**src/rtl/tick_sched_pkg.sv**
```systemverilog
// tick_sched_pkg: shared types and constants for the tick scheduler.
//   ch_state_t    : per-channel FSM state (IDLE, ARMED, RUN, DONE)
//   MODE_*        : channel mode encoding as carried on cfg_oneshot
package tick_sched_pkg;

  typedef enum logic [1:0] {
    IDLE  = 2'd0,
    ARMED = 2'd1,
    RUN   = 2'd2,
    DONE  = 2'd3
  } ch_state_t;

  localparam logic MODE_PERIODIC = 1'b0;
  localparam logic MODE_ONESHOT  = 1'b1;

endpackage

```
**src/rtl/tick_channel.sv**
```systemverilog
// tick_channel: one programmable divider channel of the tick scheduler.
// Counts base ticks and emits a registered one-cycle tick every `div` base
// ticks, either periodically or once (then parks in DONE).
//   CLK_50      : clock
//   nRST        : async active-low reset
//   base_tick   : shared base-rate strobe
//   cfg_we      : accepted configuration for this channel (wins over base_tick)
//   cfg_div     : divide ratio, 0 = stop
//   cfg_oneshot : 1 = one-shot, 0 = periodic
//   cfg_start   : 1 = arm on accept, 0 = load idle
//   tick        : one-cycle enable pulse
//   busy        : channel ARMED or RUN
//   done        : one-shot channel has fired
module tick_channel
  import tick_sched_pkg::*;
#(
  parameter int DW = 16
) (
  input  logic          CLK_50,
  input  logic          nRST,
  input  logic          base_tick,
  input  logic          cfg_we,
  input  logic [DW-1:0] cfg_div,
  input  logic          cfg_oneshot,
  input  logic          cfg_start,
  output logic          tick,
  output logic          busy,
  output logic          done
);

  ch_state_t     state, state_nxt;
  logic [DW-1:0] div, div_nxt;
  logic [DW-1:0] cnt, cnt_nxt;
  logic          mode, mode_nxt;
  logic          tick_nxt, busy_nxt, done_nxt;

  // state register (also carries the registered outputs)
  always_ff @(posedge CLK_50 or negedge nRST) begin
    if (!nRST) begin
      state <= IDLE;
      div   <= '0;
      cnt   <= '0;
      mode  <= MODE_PERIODIC;
      tick  <= 1'b0;
      busy  <= 1'b0;
      done  <= 1'b0;
    end else begin
      state <= state_nxt;
      div   <= div_nxt;
      cnt   <= cnt_nxt;
      mode  <= mode_nxt;
      tick  <= tick_nxt;
      busy  <= busy_nxt;
      done  <= done_nxt;
    end
  end

  // next-state: a config write aborts whatever the channel was doing and
  // swallows a coincident base_tick, so no pulse can come from that tick.
  always_comb begin
    state_nxt = state;
    div_nxt   = div;
    cnt_nxt   = cnt;
    mode_nxt  = mode;
    tick_nxt  = 1'b0;
    if (cfg_we) begin
      div_nxt  = cfg_div;
      mode_nxt = cfg_oneshot ? MODE_ONESHOT : MODE_PERIODIC;
      cnt_nxt  = '0;
      if (cfg_div == '0)  state_nxt = IDLE;
      else if (cfg_start) state_nxt = ARMED;
      else                state_nxt = IDLE;
    end else if (base_tick) begin
      case (state)
        // div > 0 is guaranteed in ARMED/RUN, so div-1 cannot wrap
        ARMED: begin
          cnt_nxt   = div - DW'(1);
          state_nxt = RUN;
        end
        RUN: begin
          if (cnt == '0) begin
            tick_nxt = 1'b1;
            cnt_nxt  = div - DW'(1);
            if (mode == MODE_ONESHOT) state_nxt = DONE;
          end else begin
            cnt_nxt = cnt - DW'(1);
          end
        end
        default: ;
      endcase
    end
  end

  // outputs: decoded from the next state so they register alongside it
  always_comb begin
    busy_nxt = (state_nxt == ARMED) || (state_nxt == RUN);
    done_nxt = (state_nxt == DONE);
  end

endmodule

```
**src/rtl/tick_scheduler.sv**
```systemverilog
// tick_scheduler: shared timebase controller.
// A base prescaler divides CLK_50 down to BASE_FREQ; NCH channels each divide
// that base tick by a runtime-loaded ratio.
//   CLK_50      : clock
//   nRST        : async active-low reset
//   cfg_valid   : configuration request
//   cfg_ready   : slot available (drops for one cycle after each accept)
//   cfg_ch      : target channel (out-of-range channels are accepted, ignored)
//   cfg_div     : divide ratio in base ticks, 0 = stop
//   cfg_oneshot : 1 = one-shot, 0 = periodic
//   cfg_start   : 1 = arm on accept, 0 = load idle
//   base_tick   : one-cycle pulse at BASE_FREQ
//   tick        : per-channel one-cycle enable pulses
//   busy        : per-channel ARMED or RUN
//   done        : per-channel one-shot fired, held until reconfigured
module tick_scheduler
  import tick_sched_pkg::*;
#(
  parameter int CLK_FREQ  = 50000000,
  parameter int BASE_FREQ = 1000,
  parameter int NCH       = 4,
  parameter int DW        = 16,
  localparam int CW       = (NCH > 1) ? $clog2(NCH) : 1
) (
  input  logic           CLK_50,
  input  logic           nRST,
  input  logic           cfg_valid,
  output logic           cfg_ready,
  input  logic [CW-1:0]  cfg_ch,
  input  logic [DW-1:0]  cfg_div,
  input  logic           cfg_oneshot,
  input  logic           cfg_start,
  output logic           base_tick,
  output logic [NCH-1:0] tick,
  output logic [NCH-1:0] busy,
  output logic [NCH-1:0] done
);

  localparam int PRE = CLK_FREQ / BASE_FREQ;
  localparam int PW  = $clog2(PRE);

  logic [PW-1:0] pre_cnt;
  logic          pre_wrap;
  logic          accept;

  assign pre_wrap = (pre_cnt == PW'(PRE - 1));
  assign accept   = cfg_valid && cfg_ready;

  // free-running prescaler; configuration never touches it
  always_ff @(posedge CLK_50 or negedge nRST) begin
    if (!nRST) begin
      pre_cnt   <= '0;
      base_tick <= 1'b0;
    end else begin
      pre_cnt   <= pre_wrap ? '0 : pre_cnt + PW'(1);
      base_tick <= pre_wrap;
    end
  end

  // one dead cycle after every accept caps the rate at one per two cycles
  always_ff @(posedge CLK_50 or negedge nRST) begin
    if (!nRST) cfg_ready <= 1'b1;
    else       cfg_ready <= !accept;
  end

  // channel decode: a cfg_ch with no matching channel selects nothing
  for (genvar i = 0; i < NCH; i++) begin : g_ch
    tick_channel #(.DW(DW)) u_ch (
      .CLK_50      (CLK_50),
      .nRST        (nRST),
      .base_tick   (base_tick),
      .cfg_we      (accept && (cfg_ch == CW'(i))),
      .cfg_div     (cfg_div),
      .cfg_oneshot (cfg_oneshot),
      .cfg_start   (cfg_start),
      .tick        (tick[i]),
      .busy        (busy[i]),
      .done        (done[i])
    );
  end

endmodule

```
**config.mk**
```make
export PLATFORM = sky130hd
export DESIGN_NAME = tick_scheduler
export DESIGN_NICKNAME = d
export VERILOG_FILES = /design/src/rtl/tick_sched_pkg.sv /design/src/rtl/tick_channel.sv /design/src/rtl/tick_scheduler.sv
export SDC_FILE = /design/constraint.sdc
export NUM_CORES = 1
export LEC_CHECK = 0
export ABC_AREA = 0
export CAP_MARGIN = 15
export CORE_MARGIN = 2
export CORE_UTILIZATION = 46
export CTS_BUF_LIST = sky130_fd_sc_hd__clkbuf_8
export DETAILED_ROUTE_END_ITERATION = 7
export PLACE_DENSITY = 0.62
export SYNTH_ARGS = -nofsm -noshare
export SYNTH_HDL_FRONTEND = slang
export SYNTH_SLANG_ARGS = --single-unit
```
**constraint.sdc**
```tcl
create_clock -name CLK_50 -period 2.4 [get_ports CLK_50]
set_input_delay 0.24 -clock CLK_50 [delete_from_list [all_inputs] [get_ports CLK_50]]
set_output_delay 0.24 -clock CLK_50 [all_outputs]
set_load 0.05 [all_outputs]
```
; After elaboration in Yosys (flattened, before gate mapping)
; Cells that the tools add are included.
[totals]
mem_count = 0
mem_bits_ro = 0
mem_bits_rw = 0
out_inout_bits = 14
latch_bits = 0
reg_bits = 170
[classes]
shifts = 0
mul = 0
mux = 56
reduce_logical = 28
n_eq_ne = 24
n_lt_le_gt_ge = 0
div = 0
bitwise_logic = 0
addsub = 9
[ops]
columns = operator, count
row1 = 2-to-1 mux 16 bit, 13
row2 = one-hot mux 16 bit (2 select lines), 4
row3 = subtractor 16 x 1 -> 16 bit (second input constant), 8
row4 = logical NOT 16 bit, 5
row5 = 2-to-1 mux 2 bit, 17
row6 = equality test 2 bit (second input constant), 14
row7 = equality test 2 x 1 -> 1 bit (second input constant), 9
row8 = 2-to-1 mux 1 bit, 18
row9 = adder 16 x 1 -> 16 bit (second input constant), 1
row10 = equality test 16 bit (second input constant), 1
row11 = one-hot mux 2 bit (2 select lines), 4
row12 = nonzero test 3 bit, 4
row13 = AND reduction 2 bit, 4
row14 = nonzero test 2 bit, 4
row15 = logical AND 1 bit, 5
row16 = logical OR 1 bit, 4
row17 = logical NOT 2 bit, 1
row18 = logical NOT 1 bit, 1

; Logic depth before layout (Yosys ltp)
; Gate-level depths: netlist of run 1.
[depth]
depth_word = 7
depth_mapped = 9
depth_no_buf = 8

; Modules after synthesis
; Synthesis of run 1 repeated with hierarchy kept, for this count alone.
[hier_totals]
hier_cells = 1012
area_unflattened_um2 = 10032.1
[modules_own_cells]
columns = mod, area_per_inst_um2, instances, seq_area_each_um2, cells_each
row1 = tick_channel (g_ch[0].u_ch ...), 2260.9, 2, 950.9, 232
row2 = tick_channel (g_ch[2].u_ch), 2354.8, 1, 950.9, 238
row3 = tick_channel (g_ch[3].u_ch), 2321.0, 1, 950.9, 234
row4 = tick_scheduler, 834.6, 1, 451.7, 76

; Worst setup path after synthesis of run 1
; OpenSTA, ideal clock, no wires.
[synth_path]
path_type = reg2reg
from = register g_ch[3].u_ch.cnt[7]
to = register g_ch[3].u_ch.busy
required_time_ns = 2.274
period_less_slack_ns = 2.469
setup_time_ns = 0.126
path_stages_with_launch = 9
t_arrival_ns = 2.343
setup_slack_ns = -0.069
cell_sequence = dfrtp_1 -> or3_4 -> or3_1 -> buf_2 -> or4_1 -> nor2_1 -> o22ai_1 -> a21oi_1 -> ha_1
[synth_via]
elab_chain_len = 7
elab_cells_between_ends = 8
cone_classes = eq/ne: 2 / mux: 4 / reduce/logical: 2
[synth_rtl]
columns = element, line
row1 = start: declaration, tick_channel.sv:33  ; logic [DW-1:0] cnt, cnt_nxt;
row2 = start signal: assignment, tick_channel.sv:50  ; cnt <= cnt_nxt;
row3 = logical NOT 16 bit (*), tick_channel.sv:81  ; if (cnt == '0) begin
row4 = 2-to-1 mux 2 bit (*), tick_channel.sv:81
row5 = one-hot mux 2 bit (2 select lines) (*), tick_channel.sv:74  ; case (state)
row6 = 2-to-1 mux 2 bit (*), tick_channel.sv:73  ; end else if (base_tick) begin
row7 = 2-to-1 mux 2 bit (*), tick_channel.sv:66  ; if (cfg_we) begin
row8 = via g_ch[3].u_ch.state_nxt[0], tick_channel.sv:31  ; ch_state_t state, state_nxt;
row9 = equality test 2 x 1 -> 1 bit or equality test 2 bit (tied branches), tick_channel.sv:96  ; busy_nxt = (state_nxt == ARMED) || (state_nxt == RUN);
row10 = logical OR 1 bit (*), tick_channel.sv:96
row11 = via g_ch[3].u_ch.busy_nxt, tick_channel.sv:35  ; logic tick_nxt, busy_nxt, done_nxt;
row12 = end signal: assignment, tick_channel.sv:53  ; busy <= busy_nxt;
row13 = end: declaration, tick_channel.sv:27  ; output logic busy,
; Mark *: on every way through the listed nets, which the timed path passes. The rest lies on a longest branch.
; A chain may end at the register's enable or synchronous reset.

; Final worst setup path of run 1
[layout_path]
from = register g_ch[2].u_ch.cnt[3]
to = register g_ch[2].u_ch.cnt[11]
[layout_via]
elab_chain_len = 5
elab_cells_between_ends = 6
cone_classes = add/sub: 1 / mux: 4 / reduce/logical: 1
[layout_rtl]
columns = element, line
row1 = start: declaration, tick_channel.sv:33
row2 = start signal: assignment, tick_channel.sv:50
row3 = subtractor 16 x 1 -> 16 bit or logical NOT 16 bit (tied branches), "tick_channel.sv:86, tick_channel.sv:81"
row4 = 2-to-1 mux 16 bit (*), tick_channel.sv:81
row5 = one-hot mux 16 bit (2 select lines) (*), tick_channel.sv:74
row6 = 2-to-1 mux 16 bit (*), tick_channel.sv:73
row7 = 2-to-1 mux 16 bit (*), tick_channel.sv:66
; Every way passes the cells marked *; elsewhere a longest branch is shown, timed or not. The select of a mux whose other input is x is not followed.

==> results of run 1 <==
==> what timing repair did <==
| action | in CTS | in global routing |
|---|---|---|
| pin swaps | 2 | 3 |
| hold buffers | 1 | 0 |
| gates resized for setup | 1 | 6 |
| endpoints found under the setup margin | 2 | 9 |
| hold endpoints to repair | 54 | 0 |
| buffers inserted | 2 | 2 |
==> routing by layer <==
layer  GRT usage, %  wire length [um]  vias up
li1               -                 -     3987
met1           31.4             11000     3815
met2           38.3             11500      168
met3           3.98              1030       28
met4           6.20               382        0
met5              0                 0        -
==> power by group through the flow <==
stage                     logic [W]  registers (W)  clock network (W)
after floorplan            0.000934        0.00340                  0
after global placement      0.00138        0.00345                  0
after detailed placement    0.00140        0.00345                  0
after CTS                   0.00142        0.00340            0.00224
after global routing        0.00159        0.00345            0.00236
final                       0.00141        0.00341            0.00220
==> registers in the layout, summed over array words and instances (netlist names), 4 cells and up <==
| register | flops |
|---|---|
| g_ch.u_ch.cnt | 64 |
| g_ch.u_ch.div | 64 |
| pre_cnt | 16 |
| g_ch.u_ch.state | 8 |
| g_ch.u_ch.busy | 4 |
| g_ch.u_ch.done | 4 |
| g_ch.u_ch.mode | 4 |
| g_ch.u_ch.tick | 4 |
==> cells in the final DEF, fill, tap and decap left out, drive strengths merged, types with 6 or more instances in the layout <==
| cell | synthesis | routed |
|---|---|---|
| nor2 | 84 | 84 |
| o22ai | 16 | 16 |
| xor2 | 33 | 33 |
| clkbuf | 37 | 18 |
| nand2b | 6 | 6 |
| buf | 21 | 94 |
| nor4 | 34 | 34 |
| mux2 | 20 | 20 |
| dfrtp | 169 | 169 |
| nand4 | 14 | 14 |
| inv | 33 | 37 |
| nand3 | 34 | 34 |
| nand2 | 220 | 220 |
| ha | 25 | 25 |
| o21ai | 72 | 72 |
| xnor2 | 32 | 32 |
| nor3 | 49 | 49 |
| or3 | 17 | 17 |
| clkdlybuf4s50 | 0 | 34 |
| o31ai | 6 | 6 |
| a22o | 20 | 20 |
| a21oi | 43 | 43 |
| or4 | 13 | 13 |
| nor3b | 7 | 7 |
| o2bb2ai | 7 | 7 |
==> cell families (layout without fill, tap and decap cells) <==
logic type	count (synthesis)	after routing	share of synthesized area, %
and+or+nand+nor	504	504	25.0
AOI/OAI and AO/OA	203	203	13.8
DFF	170	170	45.0
buffers and inverters	91	194	4.22
xor gates and xnor gates	65	65	6.02
adders and majority gates	25	25	3.31
muxes	22	22	2.59
==> how the worst max path moves through the flow <==
stage                            to  slack (ps)  depth (start not counted)
4_1_cts        g_ch[2].u_ch.cnt[11]          20                          7
5_1_grt        g_ch[2].u_ch.cnt[11]         -20                          7
2_1_floorplan     g_ch[3].u_ch.busy         -30                          8
3_5_place_dp      g_ch[0].u_ch.busy         -90                          8
3_3_place_gp      g_ch[0].u_ch.busy        -100                          8
6_report       g_ch[2].u_ch.cnt[11]          50                          7
==> worst register-to-register path: cells and delay by family (launching register included) <==
kind / cells / cell delay (ps)
simple gates: 4 / 1290
buf+inv: 1 / 130
compound gates: 2 / 430
flops: 1 / 390
==> final cells by class <==
type,instances,area share (%)
multi-input cells,819,43.7
clock inverters,14,1.56
flip-flops and latches,170,38.4
repair buffers,129,10.0
well taps,270,3.05
clock buffers,18,2.23
inverters,33,1.12
==> per-stage QoR <==
stage	utilization [%]	power, W	instance area [um^2]	setup TNS, ps	setup WS, ps
2_1_floorplan	-	0.00434	9460	-28.2	-28.2
5_1_grt	55.0	0.00740	11100	-36.6	-21.0
6_report	55.0	0.00701	11100	0	52.1
3_5_place_dp	52.6	0.00486	10600	-204	-92.3
3_3_place_gp	52.6	0.00483	10600	-242	-97.2
4_1_cts	54.8	0.00706	11100	0	16.2
==> flow_summary.toml, run 1 <==
[status]
outcome = "finished, final reports clean"

[clock_tree]
clk_latency_ps = 470
clkSinkCount = 170
clockRootBuffer = "clkbuf_8"
clkTransAtPathRegs_ps = 90
cts_tree = "built"
htreeDepth = 4
cts_buffers = 17
clockBufferDepth = 2

[setup_path]
critPathKind = "flip-flop to flip-flop"
crit_path_start_kind = "flip-flop"
ff2ff_setup_slack_ps = 50
cp_slowest_cell = "or4_4"
worst-path-buf-inv = 1
r2r_start = "g_ch[2].u_ch.cnt[3]"
critPathRequiredTime_ps = 2750
reg2reg_depth = 7
slowest_delay_ps = 540
path_cells = "or4_4 > or3_4 > or3_4 > buf_6 > nor2_2 > o21ai_0 > a221o_1"
critPathTopFamily = "simple AND/OR/NAND/NOR gates"
cpMostUsedCell = "or3_4"
worstSetupEndpointType = "flip-flop"
cp_max_fo = 4
timing.rr.end = "g_ch[2].u_ch.cnt[11]"
worstPathArrival_ps = 2700
startpoint = "g_ch[2].u_ch.cnt[3]"

[yosys]
synthArstFlopShare_pct = 100
synthTopCellsByCount = "nand2_1 (219), dfrtp_1 (169), nor2_1 (84), o21ai_0 (71), nor3_1 (49)"
yosys.cell_types.count = 63
syn_inst = 1080
synth-seq-cells = 170
synth-main-ff-cell = "dfrtp_1"
synth_edf_count = 0
netlist.area_leader.share_pct = 44.7
netlist_area_mm2 = 0.00945
synth.top_cells.by_area = "dfrtp_1 (45%), nand2_1 (8.7%), o21ai_0 (3.8%), nor2_1 (3.3%), ha_1 (3.3%)"
yosys_warnings = 0
synth.most_common_cell = "nand2_1"
synth_top_area_cell = "dfrtp_1"
synth.avg_cell_area_um2 = 8.75
syn_nets = 1128
yosysSeqAreaShare_pct = 45.0

[sta]
rsz0062_at_grt = "true"
slew_viol_final = 0
setup_viol = 0
skew_ps = 12.8
holdWs_ps = 319
max_slew_margin_pct = 61.6
fin_crit_ps = 2350
final_hold_viol_count = 0
tightest_slew_ps = 576
finalCritPeriodShare_pct = 97.8
max_freq_ghz = 0.426

[pwr]
swShare_pct = 31.0
p_leak_nw = 5.26
internal-power_w = 0.00483
p_switching_w = 0.00217
p_clk_share_pct = 31.3
seq_power_share_pct = 48.6
powerDensity_mw_per_mm2 = 632
peakVddDrop_v = 0.000347
p_comb_share_pct = 20.1

[finish]
syn2layout_area_growth_pct = 17.4
seqCellArea_mm2 = 0.00426
diodes = 0
multi_input_area_mm2 = 0.00484
fillCellCount = 1875
final_layout_size_suffix_gt1_share_pct = 13.9
finalNonFillerCells = 1453
nets = 1218

[floorplan]
dieArea_mm2 = 0.0217
ios = 37
core_area_mm2 = 0.0202
start_util_pct = 46.9
fp-row-count = 52
dieWidth_um = 147
fp.dieH_um = 147

[routing]
via_per_inst = 5.50
vias = 7998
drc_errors = 0
drt_pass1_iterations = 5
wire_per_inst_um = 16.4
drtIter0Drc = 442
wl_um = 23900
ant_nets = 0

[placed_design]
dpl.hpwl_um = 17200
dp_cells = 1416
gp_congestion = 0.845
portBuffers = 36

[global_routing]
grt_pass1_vias = 7793
grt_pass1_wl_um = 40000
grt_overflow = 0
antenna_found_initial = 0
grt_max_degree = 60
groute.usage.overall_pct = 23.1

[job]
max_cap_viol_count = 0

[worst_hold_path]
hold_path.class = "input port to asynchronous set/reset pin"
(Power assumes the default switching activity.)
==> run 2: changes to the inputs <==
Settings changed: CTS_BUF_LIST sky130_fd_sc_hd__clkbuf_8 to not set.
==> run 2 against run 1 <==
Cell count is 0.14% lower. Power is 10% higher. Die area stayed put. Cell area is 1.6% higher. Count of clock-buffer cells in the layout is 2 higher. Routed wire length is 0.67% higher. Register-to-register slack better by 20 ps. First-iteration DRC count is 6.8% higher. Non-clock buffer count is 2 lower. Clock power is 32% higher. Via count is 0.19% higher. Largest power group unchanged.
==> flow_summary.toml, run 2 (synthesis results as in run 1) <==
[placed_design]
portBuffers = 36
dp_cells = 1416
gp_congestion = 0.845
dpl.hpwl_um = 17200

[pwr]
p_leak_nw = 5.33
finalPower_w = 0.00771
peakVddDrop_v = 0.000444
powerDensity_mw_per_mm2 = 684

[global_routing]
groute.usage.overall_pct = 23.2
grt_overflow = 0
grt_pass1_wl_um = 40400
grt_pass1_vias = 7872
antenna_found_initial = 0
grt_max_degree = 60

[job]
max_cap_viol_count = 0

[setup_path]
r2r_start = "g_ch[2].u_ch.cnt[3]"
critPathKind = "flip-flop to flip-flop"
ff2ff_setup_slack_ps = 70
worstPathArrival_ps = 2640
crit_path_start_kind = "flip-flop"
reg2reg_depth = 7
cp_max_fo = 4
timing.rr.end = "g_ch[2].u_ch.cnt[11]"
worstSetupEndpointType = "flip-flop"
critPathRequiredTime_ps = 2710

[clock_tree]
clkTransAtPathRegs_ps = 70
htreeDepth = 4
cts_buffers = 17
cts_tree = "built"
clockBufferDepth = 2
clkSinkCount = 170
clockRootBuffer = "clkbuf_16"
clk_latency_ps = 430

[sta]
fin_crit_ps = 2330
max_freq_ghz = 0.429
setup_viol = 0
tightest_slew_ps = 580
skew_ps = 9.28
finalSetupTns_ps = 0
finalCritPeriodShare_pct = 97.1
slew_viol_final = 0
rsz0062_at_grt = "false"
final_hold_viol_count = 0
max_slew_margin_pct = 61.4

[floorplan]
start_util_pct = 46.9
fp.dieH_um = 147
dieWidth_um = 147
fp-row-count = 52
ios = 37
core_area_mm2 = 0.0202
dieArea_mm2 = 0.0217

[routing]
ant_nets = 0
wire_per_inst_um = 16.6
vias = 8013
drc_errors = 0
drt_pass1_iterations = 5
drtIter0Drc = 472
route.met3.wl_um = 1000
wirelength_met1_um = 11100
top_layer = "met4"
via_per_inst = 5.52
met2_length_um = 11600
wl_um = 24000

[finish]
final_layout_size_suffix_gt1_share_pct = 13.7
reg.largest.list = "g_ch.u_ch.cnt x64, g_ch.u_ch.div x64, pre_cnt x16"
syn2layout_area_growth_pct = 19.2
nets = 1216
fillCellCount = 1866
mostFrequentLayoutCells = "nand2_1 (219), dfrtp_1 (169), buf_4 (86)"
finalNonFillerCells = 1451
diodes = 0
final_common_cell = "nand2_1"

[status]
outcome = "finished, final reports clean"

[worst_hold_path]
hold_path.class = "input port to asynchronous set/reset pin"
==> run 2: cell count changes in the layout (fill, tap and decap cells not counted) <==
cell / before / now
clkbuf_8: 18 / 1
inv_1: 35 / 33
clkbuf_1: 0 / 2
clkbuf_16: 0 / 17
buf_4: 88 / 86
==> run 2: final cells by class <==
| class | instances | area, um^2 | area share (%) |
|---|---|---|---|
| flip-flops and latches | 170 | 4260 | 37.8 |
| clock inverters | 12 | 165 | 1.47 |
| multi-input cells | 819 | 4840 | 43.0 |
| inverters | 33 | 124 | 1.10 |
| repair buffers | 127 | 1100 | 9.75 |
| well taps | 270 | 338 | 3.00 |
| clock buffers | 20 | 447 | 3.96 |
==> run 2: worst max path at each step <==
stage                             start              endpoint  slack (ps)  cells after the start
finish              g_ch[2].u_ch.cnt[3]  g_ch[2].u_ch.cnt[11]          70                      7
global route        g_ch[2].u_ch.cnt[3]  g_ch[2].u_ch.cnt[11]           8                      7
CTS                 g_ch[3].u_ch.cnt[9]     g_ch[3].u_ch.busy           1                      7
detailed placement          cfg_div[10]     g_ch[0].u_ch.busy         -90                      8
global placement            cfg_div[10]     g_ch[0].u_ch.busy        -100                      8
floorplan           g_ch[3].u_ch.cnt[7]     g_ch[3].u_ch.busy         -30                      8
==> run 2: metal layers <==
layer / GRT usage, % / up-vias
li1: - / 3990
met1: 31.7 / 3830
met2: 38.7 / 166
met3: 3.60 / 27
met4: 6.63 / 0
met5: 0 / -
==> run 2: through the flow <==
stage	worst slack (ps)	hold WS (ps)	cell area (um^2)	util, %
global placement	-97.2	267	10600	52.6
global route	8.01	409	11300	55.9
CTS	1.23	379	11200	55.7
finish	69.5	362	11300	55.9
detailed placement	-92.3	270	10600	52.6
floorplan	-28.2	-55.6	9460	-
==> run 2: power breakdown <==
| group | switching, W | internal (W) |
|---|---|---|
| combinational | 0.000764 | 0.000631 |
| clock | 0.00122 | 0.00168 |
| sequential | 0.000276 | 0.00313 |
==> run 2: timing repair <==
action                                  in CTS  in global routing
resized for setup                            1                  6
endpoints found under the setup margin       2                  7
setup buffers                                0                  2
hold endpoints to repair                    54                  0
hold buffers                                 1                  0
pin swaps                                    0                  3
==> run 2: critical path, cell delays in order (launching register included) <==
cell and delay [ps]:
dfrtp_1 380, or4_4 540, or3_4 340, or3_4 350, buf_6 130, nor2_2 60, o21ai_0 80, a221o_1 340
==> run 3: changes to the inputs <==
Settings changed: CORE_UTILIZATION 46 to 55, PLACE_DENSITY 0.62 to 0.7, SETUP_SLACK_MARGIN set to 0.2.
Clock period 2.4 ns to 2.6 ns, I/O delays scaled along.
==> run 3 against run 2 <==
Utilization is 10 points higher. Critical endpoint is now g_ch[3].u_ch.busy. Setup slack better by 140 ps. Largest power group unchanged. Power is 9.7% lower.
==> flow_summary.toml, run 3 (synthesis results as in run 1) <==
[clock_tree]
clockRootBuffer = "clkbuf_16"
clkTransAtPathRegs_ps = 70
clk_latency_ps = 430
htreeDepth = 4
cts_buffers = 17
clockBufferDepth = 2
cts_tree = "built"
clkSinkCount = 170

[setup_path]
startpoint = "g_ch[3].u_ch.cnt[9]"
crit_path_start_kind = "flip-flop"
cp_max_fo = 8
path_cells = "or3_4 > or3_4 > or4_4 > nor2_1 > o22ai_1 > a21oi_2 > ha_1"
cp_slowest_cell = "or4_4"
r2r_start = "g_ch[3].u_ch.cnt[9]"
cpMostUsedCell = "or3_4"
worstSetupEndpointType = "flip-flop"
slowest_delay_ps = 430
critPathKind = "flip-flop to flip-flop"
worstPathArrival_ps = 2690
crit_end = "g_ch[3].u_ch.busy"
critPathRequiredTime_ps = 2910
timing.rr.end = "g_ch[3].u_ch.busy"
ff2ff_setup_slack_ps = 210
reg2reg_depth = 7

[pwr]
p_leak_nw = 5.23
powerDensity_mw_per_mm2 = 629
peakVddDrop_v = 0.000484

[sta]
tightest_slew_ps = 796
finalSetupTns_ps = 0
rsz0062_at_grt = "true"
finalCritPeriodShare_pct = 91.8
max_slew_margin_pct = 46.5
skew_ps = 10.0
slew_viol_final = 0
setup_viol = 0
final_hold_viol_count = 0
max_freq_ghz = 0.419
fin_crit_ps = 2390

[global_routing]
use_met1_pct = 39.4
use_met2_pct = 42.9
groute.usage.overall_pct = 27.3
use_met3_pct = 5.03
grt_pass1_wl_um = 39300
grt_max_degree = 67
grt_overflow = 0
antenna_found_initial = 0
grt_pass1_vias = 7740
top_usage_layer = "met2"

[floorplan]
core_area_mm2 = 0.0167
start_util_pct = 56.6
fp-row-count = 47
ios = 37
dieArea_mm2 = 0.0182
dieWidth_um = 135
fp.dieH_um = 135

[finish]
syn2layout_area_growth_pct = 17.2
mostFrequentLayoutCells = "nand2_1 (219), dfrtp_1 (168), nor2_1 (84)"
reg.largest.list = "g_ch.u_ch.cnt x64, g_ch.u_ch.div x64, pre_cnt x16"
final_layout_size_suffix_gt1_share_pct = 12.8
fin_util_pct = 66.3
diodes = 0
final_common_cell = "nand2_1"
nets = 1193

[routing]
vias = 8124
via_per_inst = 5.90
drt_pass1_iterations = 7
wl_um = 23500
drc_errors = 0
drtIter0Drc = 815
ant_nets = 0
wire_per_inst_um = 17.0

[job]
max_cap_viol_count = 0

[placed_design]
portBuffers = 36
dpl.hpwl_um = 16600
gp_congestion = 0.886

[status]
outcome = "finished, final reports clean"

[worst_hold_path]
hold_path.class = "input port to asynchronous set/reset pin"
[run 3: what timing repair did]
action | 4_1_cts | 5_1_grt
gates resized for setup | 3 | 14
hold buffers | 1 | 0
buffers inserted | 6 | 1
hold endpoints to repair | 61 | 0
pin swaps | 1 | 2
endpoints found under the setup margin | 13 | 23
[run 3: where the power goes]
part	switching [W]	internal (W)	total (W)	leakage, nW
sequential	0.000272	0.00290	0.00317	2.22
combinational	0.000704	0.000558	0.00126	2.72
clock	0.00104	0.00149	0.00253	0.290
total	0.00202	0.00494	0.00696	5.23
[run 3: how the worst min path moves through the flow]
stage | start | to | cells after the start
global placement | nRST | g_ch[3].u_ch.cnt[4] | 1
floorplan | nRST | base_tick | 0
CTS | nRST | g_ch[3].u_ch.cnt[4] | 2
global route | nRST | g_ch[3].u_ch.cnt[4] | 2
detailed placement | nRST | g_ch[3].u_ch.cnt[6] | 1
finish | nRST | g_ch[3].u_ch.cnt[6] | 2
[run 3: metrics by stage]
step	hold slack, ps	cells	setup slack, ps	total power (W)	cell area (um^2)
finish	392	1378	214	0.00696	11100
global route	433	1378	106	0.00731	11100
CTS	412	1377	143	0.00700	11000
detailed placement	300	1338	97.6	0.00445	10300
global placement	301	1338	137	0.00442	10300
floorplan	-35.6	1080	172	0.00400	9460
[run 3: metal layers]
metal  routed length [um]  vias up
met5                    0        -
met1                10800     3907
li1                     -     3947
met2                11100      239
met4                  335        0
met3                 1250       31
[run 3: final cells by class]
type / instances / area, um^2
well taps: 220 / 275
inverters: 33 / 124
clock buffers: 22 / 474
multi-input cells: 819 / 4890
clock inverters: 10 / 118
fillers: 1382 / 5630
repair buffers: 104 / 937
flip-flops and latches: 170 / 4260
[run 3: worst max-delay path: cells and delay by family, from the launching register on]
family,cells,cell delay [ps]
adder cells (fa/ha/maj),1,250
AND/OR/NAND/NOR,4,1350
AO/OA/AOI/OAI,2,270
flip-flops,1,390
